$ cat src/rtl/ui_input_ctl_if.sv
// Player-input bundle between the raw board/mouse inputs and the screen-mode controller.
// master drives the raw inputs; slave (ui_input_ctl) drives the conditioned outputs.
interface ui_input_ctl_if;
    logic        button_in;
    logic        mouse_left_in;
    logic [11:0] xpos_in;
    logic [11:0] ypos_in;
    logic        vsync_in;
    logic        button_level;
    logic        button_pulse;
    logic        mouse_left_level;
    logic        mouse_click;
    logic [11:0] xpos_click;
    logic [11:0] ypos_click;

    modport master (
        output button_in, mouse_left_in, xpos_in, ypos_in, vsync_in,
        input  button_level, button_pulse, mouse_left_level, mouse_click,
               xpos_click, ypos_click
    );

    modport slave (
        input  button_in, mouse_left_in, xpos_in, ypos_in, vsync_in,
        output button_level, button_pulse, mouse_left_level, mouse_click,
               xpos_click, ypos_click
    );
endinterface

$ cat src/rtl/ui_input_ctl.sv
// Push-button synchroniser/debouncer and single-shot mouse click detector with latched pointer.
// Define UI_CLICK_FRAME_ALIGN_EN to defer each click to the first vsync rise after the press.
module ui_input_ctl #(
    parameter int unsigned DEBOUNCE_CYCLES = 650000
) (
    input  logic         clk,
    input  logic         rst,
    ui_input_ctl_if.slave bus
);
    localparam int unsigned CNT_W = 24;
    localparam int unsigned POS_W = 12;
    localparam logic [CNT_W-1:0] CNT_LAST = CNT_W'(DEBOUNCE_CYCLES - 1);

    typedef enum logic [1:0] {
        IDLE    = 2'd0,
        FIRE    = 2'd1,
        HELD    = 2'd2
`ifdef UI_CLICK_FRAME_ALIGN_EN
        ,
        WAIT_VS = 2'd3
`endif
    } state_e;

    logic             btn_s1_q, btn_s2_q;
    logic             ms_s1_q, ms_s2_q;
    logic [CNT_W-1:0] cnt_q, cnt_d;
    logic             btn_level_q, btn_level_d;
    logic             btn_pulse_q, btn_pulse_d;
    state_e           state_q;
    logic             click_q;
    logic [POS_W-1:0] xpos_q, ypos_q;

    // Two-flop synchronisers for both asynchronous buttons
    always_ff @(posedge clk) begin
        if (rst) begin
            btn_s1_q <= 1'b0;
            btn_s2_q <= 1'b0;
            ms_s1_q  <= 1'b0;
            ms_s2_q  <= 1'b0;
        end else begin
            btn_s1_q <= bus.button_in;
            btn_s2_q <= btn_s1_q;
            ms_s1_q  <= bus.mouse_left_in;
            ms_s2_q  <= ms_s1_q;
        end
    end

    // A new level is accepted only after persisting for DEBOUNCE_CYCLES consecutive edges
    always_comb begin
        cnt_d       = cnt_q;
        btn_level_d = btn_level_q;
        btn_pulse_d = 1'b0;
        if (btn_s2_q == btn_level_q) begin
            cnt_d = '0;
        end else if (cnt_q == CNT_LAST) begin
            btn_level_d = btn_s2_q;
            btn_pulse_d = btn_s2_q;
            cnt_d       = '0;
        end else begin
            cnt_d = cnt_q + CNT_W'(1);
        end
    end

    always_ff @(posedge clk) begin
        if (rst) begin
            cnt_q       <= '0;
            btn_level_q <= 1'b0;
            btn_pulse_q <= 1'b0;
        end else begin
            cnt_q       <= cnt_d;
            btn_level_q <= btn_level_d;
            btn_pulse_q <= btn_pulse_d;
        end
    end

`ifdef UI_CLICK_FRAME_ALIGN_EN
    logic vs_q;

    always_ff @(posedge clk) begin
        if (rst) vs_q <= 1'b0;
        else     vs_q <= bus.vsync_in;
    end
`else
    logic unused_vsync_c;
    assign unused_vsync_c = bus.vsync_in;
`endif

    // Click FSM; click_q is set on the edge entering FIRE so it decodes FIRE exactly
    always_ff @(posedge clk) begin
        if (rst) begin
            state_q <= IDLE;
            click_q <= 1'b0;
            xpos_q  <= '0;
            ypos_q  <= '0;
        end else begin
            click_q <= 1'b0;
            case (state_q)
                IDLE: begin
                    if (ms_s2_q) begin
                        xpos_q <= bus.xpos_in;
                        ypos_q <= bus.ypos_in;
`ifdef UI_CLICK_FRAME_ALIGN_EN
                        state_q <= WAIT_VS;
`else
                        state_q <= FIRE;
                        click_q <= 1'b1;
`endif
                    end
                end
`ifdef UI_CLICK_FRAME_ALIGN_EN
                WAIT_VS: begin
                    if (bus.vsync_in && !vs_q) begin
                        state_q <= FIRE;
                        click_q <= 1'b1;
                    end
                end
`endif
                FIRE: state_q <= HELD;
                HELD: begin
                    if (!ms_s2_q) state_q <= IDLE;
                end
                default: state_q <= IDLE;
            endcase
        end
    end

    assign bus.button_level     = btn_level_q;
    assign bus.button_pulse     = btn_pulse_q;
    assign bus.mouse_left_level = ms_s2_q;
    assign bus.mouse_click      = click_q;
    assign bus.xpos_click       = xpos_q;
    assign bus.ypos_click       = ypos_q;
endmodule

$ cat src/flat_wrapper.sv
// flat-port wrapper written by rule: the top's interface ports become plain ports
module ui_input_ctl_flat 
#(
    parameter int unsigned DEBOUNCE_CYCLES = 650000
)
  (clk, rst, bus_button_in, bus_mouse_left_in, bus_xpos_in, bus_ypos_in, bus_vsync_in, bus_button_level, bus_button_pulse, bus_mouse_left_level, bus_mouse_click, bus_xpos_click, bus_ypos_click);
  ui_input_ctl_if bus_i ();
  input  logic clk;
  input  logic rst;
  input wire logic [$bits(bus_i.button_in)-1:0] bus_button_in;
  input wire logic [$bits(bus_i.mouse_left_in)-1:0] bus_mouse_left_in;
  input wire logic [$bits(bus_i.xpos_in)-1:0] bus_xpos_in;
  input wire logic [$bits(bus_i.ypos_in)-1:0] bus_ypos_in;
  input wire logic [$bits(bus_i.vsync_in)-1:0] bus_vsync_in;
  output wire logic [$bits(bus_i.button_level)-1:0] bus_button_level;
  output wire logic [$bits(bus_i.button_pulse)-1:0] bus_button_pulse;
  output wire logic [$bits(bus_i.mouse_left_level)-1:0] bus_mouse_left_level;
  output wire logic [$bits(bus_i.mouse_click)-1:0] bus_mouse_click;
  output wire logic [$bits(bus_i.xpos_click)-1:0] bus_xpos_click;
  output wire logic [$bits(bus_i.ypos_click)-1:0] bus_ypos_click;
  assign bus_i.button_in = bus_button_in;
  assign bus_i.mouse_left_in = bus_mouse_left_in;
  assign bus_i.xpos_in = bus_xpos_in;
  assign bus_i.ypos_in = bus_ypos_in;
  assign bus_i.vsync_in = bus_vsync_in;
  assign bus_button_level = bus_i.button_level;
  assign bus_button_pulse = bus_i.button_pulse;
  assign bus_mouse_left_level = bus_i.mouse_left_level;
  assign bus_mouse_click = bus_i.mouse_click;
  assign bus_xpos_click = bus_i.xpos_click;
  assign bus_ypos_click = bus_i.ypos_click;
  ui_input_ctl #(.DEBOUNCE_CYCLES(DEBOUNCE_CYCLES)) u_core (.clk(clk), .rst(rst), .bus(bus_i));
endmodule
$ cat config.mk
export PLATFORM = sky130hd
export DESIGN_NAME = ui_input_ctl_flat
export DESIGN_NICKNAME = d
export VERILOG_FILES = /design/src/rtl/ui_input_ctl_if.sv /design/src/rtl/ui_input_ctl.sv /design/src/flat_wrapper.sv
export SDC_FILE = /design/constraint.sdc
export NUM_CORES = 1
export LEC_CHECK = 0
export CAP_MARGIN = 30
export CORE_MARGIN = 2
export CORE_UTILIZATION = 55
export DETAILED_ROUTE_END_ITERATION = 16
export DONT_BUFFER_PORTS = 1
export GPL_TIMING_DRIVEN = 0
export PLACE_DENSITY = 0.74
export SLEW_MARGIN = 20
export SYNTH_ARGS = -nofsm -noshare
export SYNTH_HDL_FRONTEND = slang
export SYNTH_SLANG_ARGS = --single-unit
export TNS_END_PERCENT = 5
$ cat constraint.sdc
create_clock -name clk -period 1.5 [get_ports clk]
set_input_delay 0.45 -clock clk [delete_from_list [all_inputs] [get_ports clk]]
set_output_delay 0.45 -clock clk [all_outputs]
set_load 0.02 [all_outputs]
==> results.py <==
metrics = {
    "synth": {
        "synth_ff_type": "dfxtp_1",
        "synth_cell_types": 32,
        "syn_inst": 258,
        "synth_area_sq_um": 2210,
        "syn_nets": 288,
        "syn_area_per_cell_sq_um": 8.56,
        "ys_ff_latch": 57,
        "synth_edf_count": 0,
        "ys_async_sr_fraction": 0,
        "ys_seq_area_frac": 0.517,
        "ys_warn_count": 0,
    },
    "finish": {
        "regArea_sq_um": 1150,
        "final_nets": 308,
        "final_cell_mix": "55 x nand2_1, 51 x dfxtp_1, 35 x a21oi_1",
        "final_common_cell": "nand2_1",
        "multi_input_area_sq_um": 1050,
        "syn_to_final_growth_pct": 20.8,
        "diodes": 0,
        "final.fill_count": 307,
        "drive_gt1_frac": 0.187,
    },
    "worst_setup_path": {
        "path_max_fanout": 6,
        "cp.required_ns": 1.77,
        "crit_path_start_kind": "register",
        "cpPeakStageDelay_ns": 0.39,
        "crit_path_cell_trace": "ha_4 > and4_1 > buf_6 > nand4_1 > or3_1 > a21oi_2",
        "worst-endpoint-arrival_ns": 1.87,
        "cpMaxStageDelayCell": "or3_1",
        "critPathTopFamily": "simple AND/OR/NAND/NOR gates",
        "r2r_slack_ns": -0.09,
        "critPathKind": "reg2reg",
        "worstPathBufferInverterCount": 1,
        "end_kind": "register",
    },
    "global_routing": {
        "grt_pass1_vias": 1757,
        "overflow": 0,
        "grt_pass1_wl_mm": 7.66,
        "antenna_found_initial": 0,
        "grt_max_degree": 12,
        "grt_usage": 0.229,
    },
    "power_and_ir_drop": {
        "total_power_mw": 3.23,
        "power.density_nw_per_um2": 1210,
        "ir_drop_v": 0.00102,
        "p_leak_nw": 0.881,
    },
    "clock_tree": {
        "cts_tree": "yes",
        "cts_sinks": 57,
        "clkLatencyLatePin_ns": 0.33,
        "cts.clk_slew.worst_paths_ns": 0.07,
        "cts_buffer_depth": 2,
        "h-tree-depth": 3,
        "numCtsBuffers": 9,
        "root_buffer": "clkbuf_8",
    },
    "sta": {
        "relSlewSlack": 0.688,
        "finalWorstSetupSlack_ns": -0.0945,
        "holdWs_ns": 0.241,
        "finalMaxSlewViolations": 0,
        "period_share": 1.06,
        "rsz0062_at_grt": "yes",
        "max_clock_freq_mhz": 627,
        "hold_violations": 0,
        "setup_viol": 24,
        "finalCriticalPeriod_ns": 1.59,
        "clock_skew_ns": 0.00551,
        "tightest_slew_ns": 0.468,
    },
    "die": {
        "ioPinCount": 57,
        "die_x_um": 67.4,
        "coreArea_sq_um": 3940,
        "rows": 23,
        "die_h_um": 67.4,
        "initial_core_util": 0.560,
        "dieArea_sq_um": 4540,
    },
    "placed_design": {
        "gp_congestion": 0.791,
        "place_hpwl_mm": 3.07,
        "port_buffers": 0,
    },
    "job": {
        "drv_cap": 0,
    },
    "detailed_routing": {
        "drt_first_pass_iters": 4,
        "num_vias": 1839,
        "wl_per_cell_um": 13.8,
        "wirelength_mm": 4.60,
        "drtAntennaViolNets": 0,
        "drt_iter0_markers": 126,
        "drc": 0,
        "viasPerCell": 5.52,
    },
    "worst_hold_path": {
        "hp-class": "in2reg",
    },
    "status": {
        "violations": "negative setup slack",
        "run_status": "complete, but fails checks",
    },
}
-- synth_stat cells (2+ instances only) --
cell type	instances	area share
nor2_1	18	0.031
nor2b_1	5	0.014
and4_2	3	0.014
nand2_1	56	0.095
or4_1	4	0.014
nor4_1	2	0.0057
a21oi_1	36	0.082
clkbuf_1	9	0.015
and4_1	3	0.012
inv_1	3	0.0051
dfxtp_1	57	0.52
xor2_1	10	0.040
nand3_1	8	0.018
buf_2	3	0.0068
nand4_1	7	0.020
o21ai_0	8	0.018
xnor2_1	3	0.012
o31ai_1	3	0.010
or3_1	7	0.020
-- cell type report --
type / instances / share of cell area
Timing Repair Buffer: 9 / 0.0267
Clock inverter: 7 / 0.0356
Inverter: 3 / 0.00422
Tap cell: 50 / 0.0235
Sequential cell: 57 / 0.432
Buffer: 13 / 0.0380
Clock buffer: 9 / 0.0464
Multi-Input combinational cell: 185 / 0.393
-- final timing paths --
check                                                 from                                    end  depth (start not counted)
worst max register to register  u_core.cnt_q[0]$_SDFF_PP0_            u_core.cnt_q[22]$_SDFF_PP0_                          6
worst min register to register  u_core.btn_s1_q$_SDFF_PP0_             u_core.btn_s2_q$_SDFF_PP0_                          1
worst min-delay path                        bus_ypos_in[2]  u_core.bus.ypos_click[2]$_SDFFE_PP0P_                          2
worst max-delay path            u_core.cnt_q[0]$_SDFF_PP0_            u_core.cnt_q[22]$_SDFF_PP0_                          6
-- through the flow --
| stage | setup WS [ns] | util | instance area [sq um] | cells | TNS [ns] |
|---|---|---|---|---|---|
| 2_1_floorplan | -0.0253 | - | 2220 | 258 | -0.0474 |
| 3_3_place_gp | -0.235 | 0.579 | 2280 | 308 | -8.34 |
| 3_5_place_dp | -0.244 | 0.579 | 2280 | 308 | -8.84 |
| 4_1_cts | -0.111 | 0.668 | 2630 | 331 | -0.752 |
| 5_1_grt | -0.188 | 0.677 | 2670 | 333 | -3.87 |
| 6_report | -0.0945 | 0.677 | 2670 | 333 | -1.72 |
-- worst reg2reg max path: stages (launching register included) --
cell and delay [ns]:
dfxtp_4 0.37, ha_4 0.13, and4_1 0.21, buf_6 0.12, nand4_1 0.19, or3_1 0.39
a21oi_2 0.12
-- report_power, final --
| part | internal, mW | leakage [nW] | switching (mW) |
|---|---|---|---|
| combinational | 0.0368 | 0.307 | 0.0537 |
| clock | 0.933 | 0.109 | 0.623 |
| sequential | 1.54 | 0.465 | 0.0472 |
-- sequential cells by signal, summed over array words and instances (netlist names) --
| signal | count |
|---|---|
| u_core.cnt_q | 24 |
| u_core.bus.xpos_click | 12 |
| u_core.bus.ypos_click | 12 |
| u_core.state_q | 2 |
| u_core.btn_s1_q | 1 |
| u_core.btn_s2_q | 1 |
| u_core.bus.button_level | 1 |
| u_core.bus.button_pulse | 1 |
| u_core.bus.mouse_click | 1 |
| u_core.bus.mouse_left_level | 1 |
| u_core.ms_s1_q | 1 |
-- metal layers --
layer / up-vias / global-route usage / part of all wire
met5: - / 0 / 0
met4: 0 / 0.130 / 0.018
met3: 7 / 0.0800 / 0.070
met2: 55 / 0.370 / 0.49
met1: 850 / 0.264 / 0.42
li1: 927 / - / -
-- logic make-up after synthesis --
| group | count (synthesis) | synth area share |
|---|---|---|
| xor+xnor | 13 | 0.0516 |
| flops | 57 | 0.517 |
| buf+inv | 16 | 0.0323 |
| compound gates | 48 | 0.114 |
| simple gates | 123 | 0.280 |
| fa+ha+maj | 1 | 0.00566 |
-- repair_timing --
action                     4_1_cts  5_1_grt
gates resized for setup         26        8
cloned                           1        0
buffers inserted                 6        2
hold buffers                     0        0
hold endpoints to repair         0        0
pin swaps                        8        2
setup endpoints to repair       47       45
Power figures use the tool's default switching activity.
